File: src/rtl/mem_fill_arbiter_if.sv
// Cache/memory-side bundle for mem_fill_arbiter: miss and store requests, memory port, fill outputs.
// master = arbiter side, slave = caches plus main memory.
interface mem_fill_arbiter_if #(
  parameter int ADDR_W = 16,
  parameter int DATA_W = 16,
  parameter int IDX_W  = 3
);
  logic              icache_miss;
  logic [ADDR_W-1:0] icache_miss_addr;
  logic              dcache_miss;
  logic [ADDR_W-1:0] dcache_miss_addr;
  logic              dcache_wr_req;
  logic [ADDR_W-1:0] dcache_wr_addr;
  logic [DATA_W-1:0] dcache_wr_data;
  logic              dcache_wr_ack;
  logic              mem_en;
  logic              mem_wr;
  logic [ADDR_W-1:0] mem_addr;
  logic [DATA_W-1:0] mem_wdata;
  logic [DATA_W-1:0] mem_rdata;
  logic              mem_data_valid;
  logic [DATA_W-1:0] fill_data;
  logic [IDX_W-1:0]  fill_word_idx;
  logic              icache_fill_we;
  logic              dcache_fill_we;
  logic              icache_tag_we;
  logic              dcache_tag_we;
  logic              icache_busy;
  logic              dcache_busy;

  modport master (
    input  icache_miss, icache_miss_addr, dcache_miss, dcache_miss_addr,
           dcache_wr_req, dcache_wr_addr, dcache_wr_data, mem_rdata, mem_data_valid,
    output dcache_wr_ack, mem_en, mem_wr, mem_addr, mem_wdata, fill_data, fill_word_idx,
           icache_fill_we, dcache_fill_we, icache_tag_we, dcache_tag_we, icache_busy, dcache_busy
  );

  modport slave (
    output icache_miss, icache_miss_addr, dcache_miss, dcache_miss_addr,
           dcache_wr_req, dcache_wr_addr, dcache_wr_data, mem_rdata, mem_data_valid,
    input  dcache_wr_ack, mem_en, mem_wr, mem_addr, mem_wdata, fill_data, fill_word_idx,
           icache_fill_we, dcache_fill_we, icache_tag_we, dcache_tag_we, icache_busy, dcache_busy
  );
endinterface

File: src/rtl/mem_fill_arbiter.sv
// Shared memory-port sequencer for I/D caches: write-through stores and 8-word block fills.
// Define ARB_ROUND_ROBIN_EN to alternate I/D miss grants; default is fixed D-over-I priority.
module mem_fill_arbiter #(
  parameter int ADDR_W          = 16,
  parameter int DATA_W          = 16,
  parameter int WORDS_PER_BLOCK = 8,
  parameter int MEM_LATENCY     = 4
) (
  input logic                clk,
  input logic                rst_n,
  mem_fill_arbiter_if.master bus
);
  localparam int IDX_W = $clog2(WORDS_PER_BLOCK);
  localparam int OFF_W = IDX_W + 1;

  if (((WORDS_PER_BLOCK & (WORDS_PER_BLOCK - 1)) != 0) || (MEM_LATENCY < 1)) begin : g_bad_cfg
    $error("mem_fill_arbiter: WORDS_PER_BLOCK must be a power of 2 and MEM_LATENCY >= 1");
  end

  typedef enum logic [1:0] {IDLE, WRITE, FILL} state_t;

  state_t                  state;
  logic                    owner_d;
  logic [ADDR_W-1:OFF_W]   base_hi;
  logic [IDX_W:0]          issue_cnt;
  logic [IDX_W-1:0]        recv_cnt;
  logic                    mem_en_r;
  logic                    mem_wr_r;
  logic [ADDR_W-1:0]       mem_addr_r;
  logic [DATA_W-1:0]       mem_wdata_r;
  logic                    ack_r;
  logic                    pick_d;
  logic                    rx;
  logic                    rx_last;
  logic [ADDR_W-1:0]       miss_addr;
  logic                    unused_low_bits;

`ifdef ARB_ROUND_ROBIN_EN
  logic last_d;
  // On a tie the requester that did not get the previous fill wins.
  assign pick_d = bus.dcache_miss && (!bus.icache_miss || !last_d);
`else
  assign pick_d = bus.dcache_miss;
`endif

  assign miss_addr = pick_d ? bus.dcache_miss_addr : bus.icache_miss_addr;
  assign rx        = rst_n && (state == FILL) && bus.mem_data_valid;
  assign rx_last   = rx && (recv_cnt == IDX_W'(WORDS_PER_BLOCK - 1));

  assign unused_low_bits = ^{bus.icache_miss_addr[OFF_W-1:0], bus.dcache_miss_addr[OFF_W-1:0]};

  always_ff @(posedge clk) begin
    if (!rst_n) begin
      state       <= IDLE;
      owner_d     <= 1'b0;
      base_hi     <= '0;
      issue_cnt   <= '0;
      recv_cnt    <= '0;
      mem_en_r    <= 1'b0;
      mem_wr_r    <= 1'b0;
      mem_addr_r  <= '0;
      mem_wdata_r <= '0;
      ack_r       <= 1'b0;
`ifdef ARB_ROUND_ROBIN_EN
      last_d      <= 1'b0;
`endif
    end else begin
      mem_en_r <= 1'b0;
      mem_wr_r <= 1'b0;
      ack_r    <= 1'b0;
      case (state)
        IDLE: begin
          if (bus.dcache_wr_req) begin
            state       <= WRITE;
            mem_en_r    <= 1'b1;
            mem_wr_r    <= 1'b1;
            mem_addr_r  <= bus.dcache_wr_addr;
            mem_wdata_r <= bus.dcache_wr_data;
            ack_r       <= 1'b1;
          end else if (bus.dcache_miss || bus.icache_miss) begin
            // First word address is issued straight from the grant edge.
            state      <= FILL;
            owner_d    <= pick_d;
            base_hi    <= miss_addr[ADDR_W-1:OFF_W];
            mem_en_r   <= 1'b1;
            mem_addr_r <= {miss_addr[ADDR_W-1:OFF_W], OFF_W'(0)};
            issue_cnt  <= (IDX_W+1)'(1);
            recv_cnt   <= '0;
`ifdef ARB_ROUND_ROBIN_EN
            last_d     <= pick_d;
`endif
          end
        end
        WRITE: state <= IDLE;
        FILL: begin
          if (issue_cnt < (IDX_W+1)'(WORDS_PER_BLOCK)) begin
            mem_en_r   <= 1'b1;
            mem_addr_r <= {base_hi, issue_cnt[IDX_W-1:0], 1'b0};
            issue_cnt  <= issue_cnt + 1'b1;
          end
          if (rx) recv_cnt <= recv_cnt + 1'b1;
          if (rx_last) begin
            state     <= IDLE;
            issue_cnt <= '0;
            recv_cnt  <= '0;
          end
        end
        default: state <= IDLE;
      endcase
    end
  end

  assign bus.mem_en         = mem_en_r;
  assign bus.mem_wr         = mem_wr_r;
  assign bus.mem_addr       = mem_addr_r;
  assign bus.mem_wdata      = mem_wdata_r;
  assign bus.dcache_wr_ack  = ack_r;
  assign bus.fill_data      = bus.mem_rdata;
  assign bus.fill_word_idx  = recv_cnt;
  assign bus.icache_fill_we = rx && !owner_d;
  assign bus.dcache_fill_we = rx && owner_d;
  assign bus.icache_tag_we  = rx_last && !owner_d;
  assign bus.dcache_tag_we  = rx_last && owner_d;
  assign bus.icache_busy    = (state == FILL) && !owner_d;
  assign bus.dcache_busy    = ((state == FILL) && owner_d) || (state == WRITE);
endmodule

File: src/flat_wrapper.sv
// flat-port wrapper written by rule: the top's interface ports become plain ports
module mem_fill_arbiter_flat 
#(
  parameter int ADDR_W          = 16,
  parameter int DATA_W          = 16,
  parameter int WORDS_PER_BLOCK = 8,
  parameter int MEM_LATENCY     = 4
)
  (clk, rst_n, bus_icache_miss, bus_icache_miss_addr, bus_dcache_miss, bus_dcache_miss_addr, bus_dcache_wr_req, bus_dcache_wr_addr, bus_dcache_wr_data, bus_mem_rdata, bus_mem_data_valid, bus_dcache_wr_ack, bus_mem_en, bus_mem_wr, bus_mem_addr, bus_mem_wdata, bus_fill_data, bus_fill_word_idx, bus_icache_fill_we, bus_dcache_fill_we, bus_icache_tag_we, bus_dcache_tag_we, bus_icache_busy, bus_dcache_busy);
  mem_fill_arbiter_if #(.ADDR_W(ADDR_W), .DATA_W(DATA_W), .IDX_W(3)) bus_i ();
  input logic clk;
  input logic rst_n;
  input wire logic [$bits(bus_i.icache_miss)-1:0] bus_icache_miss;
  input wire logic [$bits(bus_i.icache_miss_addr)-1:0] bus_icache_miss_addr;
  input wire logic [$bits(bus_i.dcache_miss)-1:0] bus_dcache_miss;
  input wire logic [$bits(bus_i.dcache_miss_addr)-1:0] bus_dcache_miss_addr;
  input wire logic [$bits(bus_i.dcache_wr_req)-1:0] bus_dcache_wr_req;
  input wire logic [$bits(bus_i.dcache_wr_addr)-1:0] bus_dcache_wr_addr;
  input wire logic [$bits(bus_i.dcache_wr_data)-1:0] bus_dcache_wr_data;
  input wire logic [$bits(bus_i.mem_rdata)-1:0] bus_mem_rdata;
  input wire logic [$bits(bus_i.mem_data_valid)-1:0] bus_mem_data_valid;
  output wire logic [$bits(bus_i.dcache_wr_ack)-1:0] bus_dcache_wr_ack;
  output wire logic [$bits(bus_i.mem_en)-1:0] bus_mem_en;
  output wire logic [$bits(bus_i.mem_wr)-1:0] bus_mem_wr;
  output wire logic [$bits(bus_i.mem_addr)-1:0] bus_mem_addr;
  output wire logic [$bits(bus_i.mem_wdata)-1:0] bus_mem_wdata;
  output wire logic [$bits(bus_i.fill_data)-1:0] bus_fill_data;
  output wire logic [$bits(bus_i.fill_word_idx)-1:0] bus_fill_word_idx;
  output wire logic [$bits(bus_i.icache_fill_we)-1:0] bus_icache_fill_we;
  output wire logic [$bits(bus_i.dcache_fill_we)-1:0] bus_dcache_fill_we;
  output wire logic [$bits(bus_i.icache_tag_we)-1:0] bus_icache_tag_we;
  output wire logic [$bits(bus_i.dcache_tag_we)-1:0] bus_dcache_tag_we;
  output wire logic [$bits(bus_i.icache_busy)-1:0] bus_icache_busy;
  output wire logic [$bits(bus_i.dcache_busy)-1:0] bus_dcache_busy;
  assign bus_i.icache_miss = bus_icache_miss;
  assign bus_i.icache_miss_addr = bus_icache_miss_addr;
  assign bus_i.dcache_miss = bus_dcache_miss;
  assign bus_i.dcache_miss_addr = bus_dcache_miss_addr;
  assign bus_i.dcache_wr_req = bus_dcache_wr_req;
  assign bus_i.dcache_wr_addr = bus_dcache_wr_addr;
  assign bus_i.dcache_wr_data = bus_dcache_wr_data;
  assign bus_i.mem_rdata = bus_mem_rdata;
  assign bus_i.mem_data_valid = bus_mem_data_valid;
  assign bus_dcache_wr_ack = bus_i.dcache_wr_ack;
  assign bus_mem_en = bus_i.mem_en;
  assign bus_mem_wr = bus_i.mem_wr;
  assign bus_mem_addr = bus_i.mem_addr;
  assign bus_mem_wdata = bus_i.mem_wdata;
  assign bus_fill_data = bus_i.fill_data;
  assign bus_fill_word_idx = bus_i.fill_word_idx;
  assign bus_icache_fill_we = bus_i.icache_fill_we;
  assign bus_dcache_fill_we = bus_i.dcache_fill_we;
  assign bus_icache_tag_we = bus_i.icache_tag_we;
  assign bus_dcache_tag_we = bus_i.dcache_tag_we;
  assign bus_icache_busy = bus_i.icache_busy;
  assign bus_dcache_busy = bus_i.dcache_busy;
  mem_fill_arbiter #(.ADDR_W(ADDR_W), .DATA_W(DATA_W), .WORDS_PER_BLOCK(WORDS_PER_BLOCK), .MEM_LATENCY(MEM_LATENCY)) u_core (.clk(clk), .rst_n(rst_n), .bus(bus_i));
endmodule
File: config.mk
export PLATFORM = sky130hd
export DESIGN_NAME = mem_fill_arbiter_flat
export DESIGN_NICKNAME = d
export VERILOG_FILES = /design/src/rtl/mem_fill_arbiter_if.sv /design/src/rtl/mem_fill_arbiter.sv /design/src/flat_wrapper.sv
export SDC_FILE = /design/constraint.sdc
export NUM_CORES = 1
export LEC_CHECK = 0
export ABC_AREA = 1
export ABC_CLOCK_PERIOD_IN_PS = 1200
export CAP_MARGIN = 30
export CORE_MARGIN = 1.5
export CORE_UTILIZATION = 36
export DETAILED_ROUTE_END_ITERATION = 10
export MAX_ROUTING_LAYER = met4
export PLACE_DENSITY_LB_ADDON = 0.15
export SETUP_SLACK_MARGIN = 0.1
export SLEW_MARGIN = 20
export SYNTH_ARGS = -nofsm -noshare
export SYNTH_HDL_FRONTEND = slang
export SYNTH_SLANG_ARGS = --single-unit
export TNS_END_PERCENT = 30
File: constraint.sdc
create_clock -name clk -period 1.2 [get_ports clk]
set_clock_uncertainty 0.05 [all_clocks]
set_input_delay 0.3 -clock clk [delete_from_list [all_inputs] [get_ports clk]]
set_output_delay 0.3 -clock clk [all_outputs]
set_load 0.005 [all_outputs]
==> flow_metrics.py, run 1 <==
metrics = {
    "run_status": {
        "outcome": "finished, violations left",
        "violations": "setup timing",
    },
    "drt": {
        "first_pass_iters": 4,
        "wl_per_cell_um": 12.6,
        "drt_iter0_markers": 121,
        "wirelength_um": 8070,
        "vias_per_cell": 4.63,
        "num_vias": 2973,
        "route.detailed.drc": 0,
        "ant_nets": 0,
    },
    "setup_path": {
        "cp-start-kind": "flip-flop",
        "cp-end-kind": "output port",
        "worstPathRequired_ns": 0.85,
        "cp_max_fo": 3,
        "cp.arrival_ns": 1.23,
        "path_class": "reg2out",
    },
    "pwr": {
        "intPower_mw": 3.53,
        "power.switching_mw": 1.36,
        "power_frac_seq_pct": 43.8,
        "p_per_area_nw_per_um2": 1080,
        "clkPwrFrac_pct": 27.2,
        "pwr-share-comb_pct": 29.0,
        "p_sw_share_pct": 27.9,
        "leakagePower_nw": 2.05,
        "ir_worst_vdd_mv": 0.777,
        "power_mw": 4.89,
    },
    "synthesis": {
        "netlist_top_cells_area": "dfxtp_1 40%, nand2_1 12%, nor2_1 11%",
        "synth_top_area_share_pct": 40.3,
        "synth_cells": 415,
        "syn_nets": 504,
        "ys_seq_elements": 56,
        "synth_top_area_cell": "dfxtp_1",
        "yosysSeqAreaShare_pct": 40.3,
        "netlist_area_um2": 2780,
        "avgSynthCellArea_um2": 6.70,
        "ys_warn_count": 0,
        "synth_cell_types": 24,
    },
    "final_layout": {
        "seqCellArea_um2": 1170,
        "area_delta_synth_final_pct": 63.2,
        "fillers": 673,
        "fin_area_um2": 4540,
        "drive_above_1_share_pct": 36.7,
        "fin_nets": 631,
        "layout_commonest_cell": "nand2_1",
        "final_cells": 642,
        "multi_input_area_um2": 1530,
        "final_cell_mix": "76 x nand2_1, 70 x nor2_1, 56 x clkdlybuf4s50_1",
    },
    "global_routing": {
        "grt_overflow": 0,
        "grtUsageTotal_pct": 19.9,
        "grt_max_degree": 41,
        "grt_pass1_vias": 2777,
        "antenna_found_initial": 0,
        "grt_pass1_wl_um": 13200,
    },
    "clock_tree": {
        "tritoncts": "built",
        "clock_latency_ns": 0.30,
        "ctsHtreeMaxLevel": 2,
        "clock_sinks": 56,
        "cts_buffers": 5,
        "clockBufferDepth": 2,
        "clk_pin_slew_ns": 0.09,
        "cts_root_buf": "clkbuf_8",
    },
    "timing": {
        "max_slew_margin_pct": 67.4,
        "setup_violations": 64,
        "finalCritPeriodShare_pct": 131,
        "post-route-worst-setup-slack_ns": -0.375,
        "finalHoldViolCount": 0,
        "rsz0062_at_grt": "true",
        "drv_slew": 0,
        "worstMarginPinSlew_ns": 0.484,
        "min_period_ns": 1.58,
        "tns_ns": -15.52,
        "max_freq_ghz": 0.635,
    },
    "floorplan": {
        "initial_utilization_pct": 37.7,
        "die_w_um": 90.9,
        "ioPinCount": 146,
        "fp.dieArea_um2": 8260,
        "design.core.area_um2": 7370,
        "dieHeight_um": 90.9,
        "rows": 31,
    },
    "place": {
        "gp_congestion": 0.886,
        "dpl_cell_area_um2": 4120,
        "port_buffers": 105,
        "dp.cells": 620,
        "hpwl_um": 5430,
    },
    "worst_hold_path": {
        "hold_path.class": "reg2reg",
    },
    "job": {
        "maxCapViolations": 0,
    },
}
cell type report:
type                            count  share of cell area (%)
Sequential cell                    56                    25.9
Antenna cell                        1                  0.0551
Clock buffer                        6                    2.07
Clock inverter                      1                   0.662
Tap cell                           99                    2.73
Inverter                           36                    3.14
Timing Repair Buffer              157                    31.7
Multi-Input combinational cell    286                    33.7
synth_stat cells:
master / count
nand2_2: 3
nand3_1: 14
a21oi_1: 22
clkbuf_1: 7
nand2_1: 90
o21ai_1: 7
inv_1: 30
nor2_2: 2
xor2_1: 1
buf_6: 1
o21ai_2: 1
o211ai_1: 1
buf_2: 9
ha_1: 3
nand4_1: 4
inv_2: 5
o21ai_0: 49
nor2_1: 84
buf_4: 20
nor2_4: 3
a21oi_4: 1
dfxtp_1: 56
clkinv_1: 1
nand3_2: 1
worst paths after layout:
check / start / to / slack [ns] / cells after the start
setup / recovery: u_core.bus.fill_word_idx[0] / bus_dcache_tag_we / -0.38 / 5
setup reg to reg: u_core.state[0] / u_core.bus.fill_word_idx[0] / -0.34 / 10
hold / removal: u_core.bus.mem_addr[2] / u_core.bus.mem_addr[2] / 0.41 / 2
hold reg to reg: u_core.bus.mem_addr[2] / u_core.bus.mem_addr[2] / 0.41 / 2
registers in the layout (all words and copies together), names as in the netlist, 2 cells and up:
name	flops
u_core.bus.mem_addr	16
u_core.bus.mem_wdata	16
u_core.base_hi	12
u_core.issue_cnt	4
u_core.bus.fill_word_idx	3
u_core.state	2
metrics by stage:
| stage | setup slack (ns) | util (%) | hold WS, ns |
|---|---|---|---|
| 2_1_floorplan | -0.0431 | - | 0.385 |
| 3_3_place_gp | -0.880 | 55.9 | 0.395 |
| 3_5_place_dp | -0.910 | 55.9 | 0.401 |
| 4_1_cts | -0.395 | 58.6 | 0.414 |
| 5_1_grt | -0.439 | 61.5 | 0.440 |
| 6_report | -0.375 | 61.6 | 0.415 |
power by group through the flow:
stage | Sequential (mW) | Combinational (mW) | Clock (mW)
after global placement | 2.14 | 1.27 | 0
final | 2.14 | 1.42 | 1.33
after floorplan | 2.16 | 0.602 | 0
after detailed placement | 2.15 | 1.28 | 0
after global routing | 2.17 | 1.56 | 1.46
after CTS | 2.13 | 1.30 | 1.37
worst max-delay path: stages, from the launching register on:
cell and delay (ns):
dfxtp_4 0.36, ha_4 0.16, ha_4 0.16, nand3_4 0.08
nor2_2 0.04, buf_2 0.12
routing by layer:
metal,track usage [%],part of all wire (%),wire (um),up-vias
li1,-,-,-,1541
met1,25.7,44,3550,1330
met2,32.4,48,3880,97
met3,4.21,7.5,602,5
met4,3.65,0.52,42,0
met5,-,0,0,-
logic make-up (layout without fill, tap and decap cells):
group	after synthesis	after routing	share of synthesized area [%]
AND/OR/NAND/NOR	201	201	29.6
AO/OA/AOI/OAI	81	81	15.2
buffers and inverters	73	200	13.2
flip-flops	56	56	40.3
adder cells (fa/ha/maj)	3	3	1.35
XOR/XNOR	1	1	0.315
other	0	1	0
repair_timing:
action / CTS / global route
resized for setup: 249 / 55
hold buffers: 0 / 0
pin swaps: 22 / 20
buffers inserted: 10 / 5
cloned: 1 / 0
setup endpoints to repair: 100 / 100
Note: power is estimated with default switching activity, not from simulation.
==> inputs of run 2 (changes only) <==
--- a/config.mk
+++ b/config.mk
@@ -8,10 +8,10 @@
 export ABC_AREA = 1
 export ABC_CLOCK_PERIOD_IN_PS = 1200
 export CAP_MARGIN = 30
+export CORE_ASPECT_RATIO = 0.6
 export CORE_MARGIN = 1.5
 export CORE_UTILIZATION = 36
 export DETAILED_ROUTE_END_ITERATION = 10
-export MAX_ROUTING_LAYER = met4
 export PLACE_DENSITY_LB_ADDON = 0.15
 export SETUP_SLACK_MARGIN = 0.1
 export SLEW_MARGIN = 20
==> run 2 against run 1 <==
Effect of this change:
- critical endpoint is now bus_icache_tag_we
- routed wire length grew 7.9%
- power grew 4.3%
- count of clock-buffer cells in the layout up 1
- combinational power increased by 7%
- global-route usage rose by 1.3 points
- core utilization up 2.6 points
- highest routed layer unchanged
- sequential share of layout area down 1.2 points
- the run still ends with setup timing left
- hold slack got worse by 0.010 ns
- maximum frequency down 0.87%
- first-iteration DRC count rose by 20%
==> flow_metrics.py, run 2 (same netlist as run 1, synthesis figures left out) <==
metrics = {
    "place": {
        "dp_slack_ns": -0.926,
        "gp_congestion": 0.814,
        "hpwl_um": 6000,
        "port_buffers": 105,
        "dpl_cell_area_um2": 4170,
        "dp.cells": 635,
    },
    "clock_tree": {
        "cts_root_buf": "clkbuf_16",
        "clockBufferDepth": 2,
        "ctsHtreeMaxLevel": 2,
        "clock_sinks": 56,
        "clock_latency_ns": 0.29,
        "cts_hold_buf": 0,
        "cts_buffers": 5,
        "clk_pin_slew_ns": 0.07,
        "tritoncts": "built",
    },
    "floorplan": {
        "design.core.area_um2": 7360,
        "die_w_um": 116,
        "dieHeight_um": 71.1,
        "ioPinCount": 146,
        "fp.dieArea_um2": 8280,
        "rows": 24,
        "initial_utilization_pct": 37.8,
    },
    "drt": {
        "wl_per_cell_um": 13.3,
        "route.detailed.drc": 0,
        "vias_per_cell": 4.64,
        "num_vias": 3049,
        "drt_iter0_markers": 145,
        "wirelength_um": 8710,
        "first_pass_iters": 4,
        "ant_nets": 0,
    },
    "final_layout": {
        "n_antenna_cell": 0,
        "final_cell_mix": "70 x nand2_1, 68 x nor2_1, 56 x clkdlybuf4s50_1",
        "area_delta_synth_final_pct": 69.8,
        "final_cells": 657,
        "layout_commonest_cell": "nand2_1",
        "fillers": 646,
        "fin_nets": 641,
        "drive_above_1_share_pct": 40.0,
        "fin_area_um2": 4720,
        "fin_util_pct": 64.2,
    },
    "setup_path": {
        "worstPathRequired_ns": 0.85,
        "path_class": "reg2out",
        "critPathSlowestCell": "dfxtp_2",
        "cp-end-kind": "output port",
        "worst-path-buf-inv": 1,
        "cp_max_fo": 3,
        "cp.arrival_ns": 1.24,
        "crit_chain": "ha_4 > ha_4 > nand3_4 > nor2_2 > buf_2",
        "crit_family": "flip-flops",
        "crit_path_frequent_cell": "ha_4",
        "critPathMaxStageDelay_ns": 0.36,
        "cp-start-kind": "flip-flop",
    },
    "worst_hold_path": {
        "hold_path.class": "reg2reg",
    },
    "global_routing": {
        "grtUsageTotal_pct": 21.2,
        "grt_pass1_wl_um": 13700,
        "antenna_found_initial": 0,
        "grt_max_degree": 41,
        "grt_pass1_vias": 2977,
        "grt_overflow": 0,
    },
    "timing": {
        "min_period_ns": 1.59,
        "finalCritPeriodShare_pct": 132,
        "max_slew_margin_pct": 77.2,
        "setup_violations": 66,
        "worstMarginPinSlew_ns": 0.343,
        "max_freq_ghz": 0.629,
        "finalHoldViolCount": 0,
        "rsz0062_at_grt": "true",
        "post-route-worst-setup-slack_ns": -0.389,
        "drv_slew": 0,
    },
    "job": {
        "maxCapViolations": 0,
    },
    "pwr": {
        "p_per_area_nw_per_um2": 1080,
        "power_mw": 5.10,
        "ir_worst_vdd_mv": 0.594,
        "leakagePower_nw": 2.09,
    },
    "run_status": {
        "outcome": "finished, violations left",
        "violations": "setup timing",
    },
}
-- run 2: changes by cell type in the layout (fill, tap and decap cells not counted), sizes merged --
| cell | previous run | this run |
|---|---|---|
| clkbuf | 8 | 22 |
| buf | 94 | 87 |
| clkdlybuf4s15 | 0 | 3 |
| bufinv | 1 | 0 |
| clkinv | 1 | 2 |
| diode | 1 | 0 |
| dlygate4sd2 | 5 | 6 |
-- run 2: final timing paths --
| kind | startpoint | end | slack, ns | cells after the start |
|---|---|---|---|---|
| hold reg to reg | u_core.bus.mem_addr[2] | u_core.bus.mem_addr[2] | 0.40 | 2 |
| setup reg to reg | u_core.state[1] | u_core.bus.mem_addr[14] | -0.27 | 9 |
| hold / removal | u_core.bus.mem_addr[2] | u_core.bus.mem_addr[2] | 0.40 | 2 |
| setup / recovery | u_core.bus.fill_word_idx[1] | bus_icache_tag_we | -0.39 | 5 |
-- run 2: power breakdown --
group | switching, mW | internal (mW)
registers | 0.106 | 2.04
logic | 0.733 | 0.784
clock network | 0.661 | 0.774
total | 1.50 | 3.60
-- run 2: repair_timing --
| action | CTS | global route |
|---|---|---|
| gates cloned | 0 | 1 |
| endpoints found under the setup margin | 100 | 97 |
| setup buffers | 11 | 7 |
| gates resized for setup | 185 | 132 |
| pin swaps | 20 | 42 |
-- run 2: layer usage --
| layer | track usage, % | routed length [um] |
|---|---|---|
| met1 | 28.3 | 4060 |
| met2 | 34.8 | 4020 |
| met3 | 4.20 | 519 |
| met4 | 6.50 | 110 |
| met5 | 0 | 0 |
-- run 2: worst reg2reg max path, delay by kind of cell (launching register included) --
family / cells / cell delay, ns
buffers and inverters: 4 / 0.49
DFF: 1 / 0.37
AOI/OAI and AO/OA: 2 / 0.26
and+or+nand+nor: 3 / 0.20
-- run 2: through the flow --
stage | hold slack, ns | setup TNS [ns]
detailed placement | 0.403 | -36.44
floorplan | 0.385 | -0.437
global placement | 0.398 | -36.11
finish | 0.404 | -10.61
CTS | 0.411 | -8.91
global route | 0.423 | -14.65
-- run 2: final cells by class --
| cell class | count | area (um2) | share of cell area [%] |
|---|---|---|---|
| clock buffers | 7 | 133 | 2.81 |
| clock inverters | 1 | 5.00 | 0.106 |
| multi-input cells | 286 | 1640 | 34.8 |
| well taps | 104 | 130 | 2.76 |
| flip-flops and latches | 56 | 1170 | 24.7 |
| repair buffers | 167 | 1500 | 31.7 |
| inverters | 36 | 150 | 3.18 |
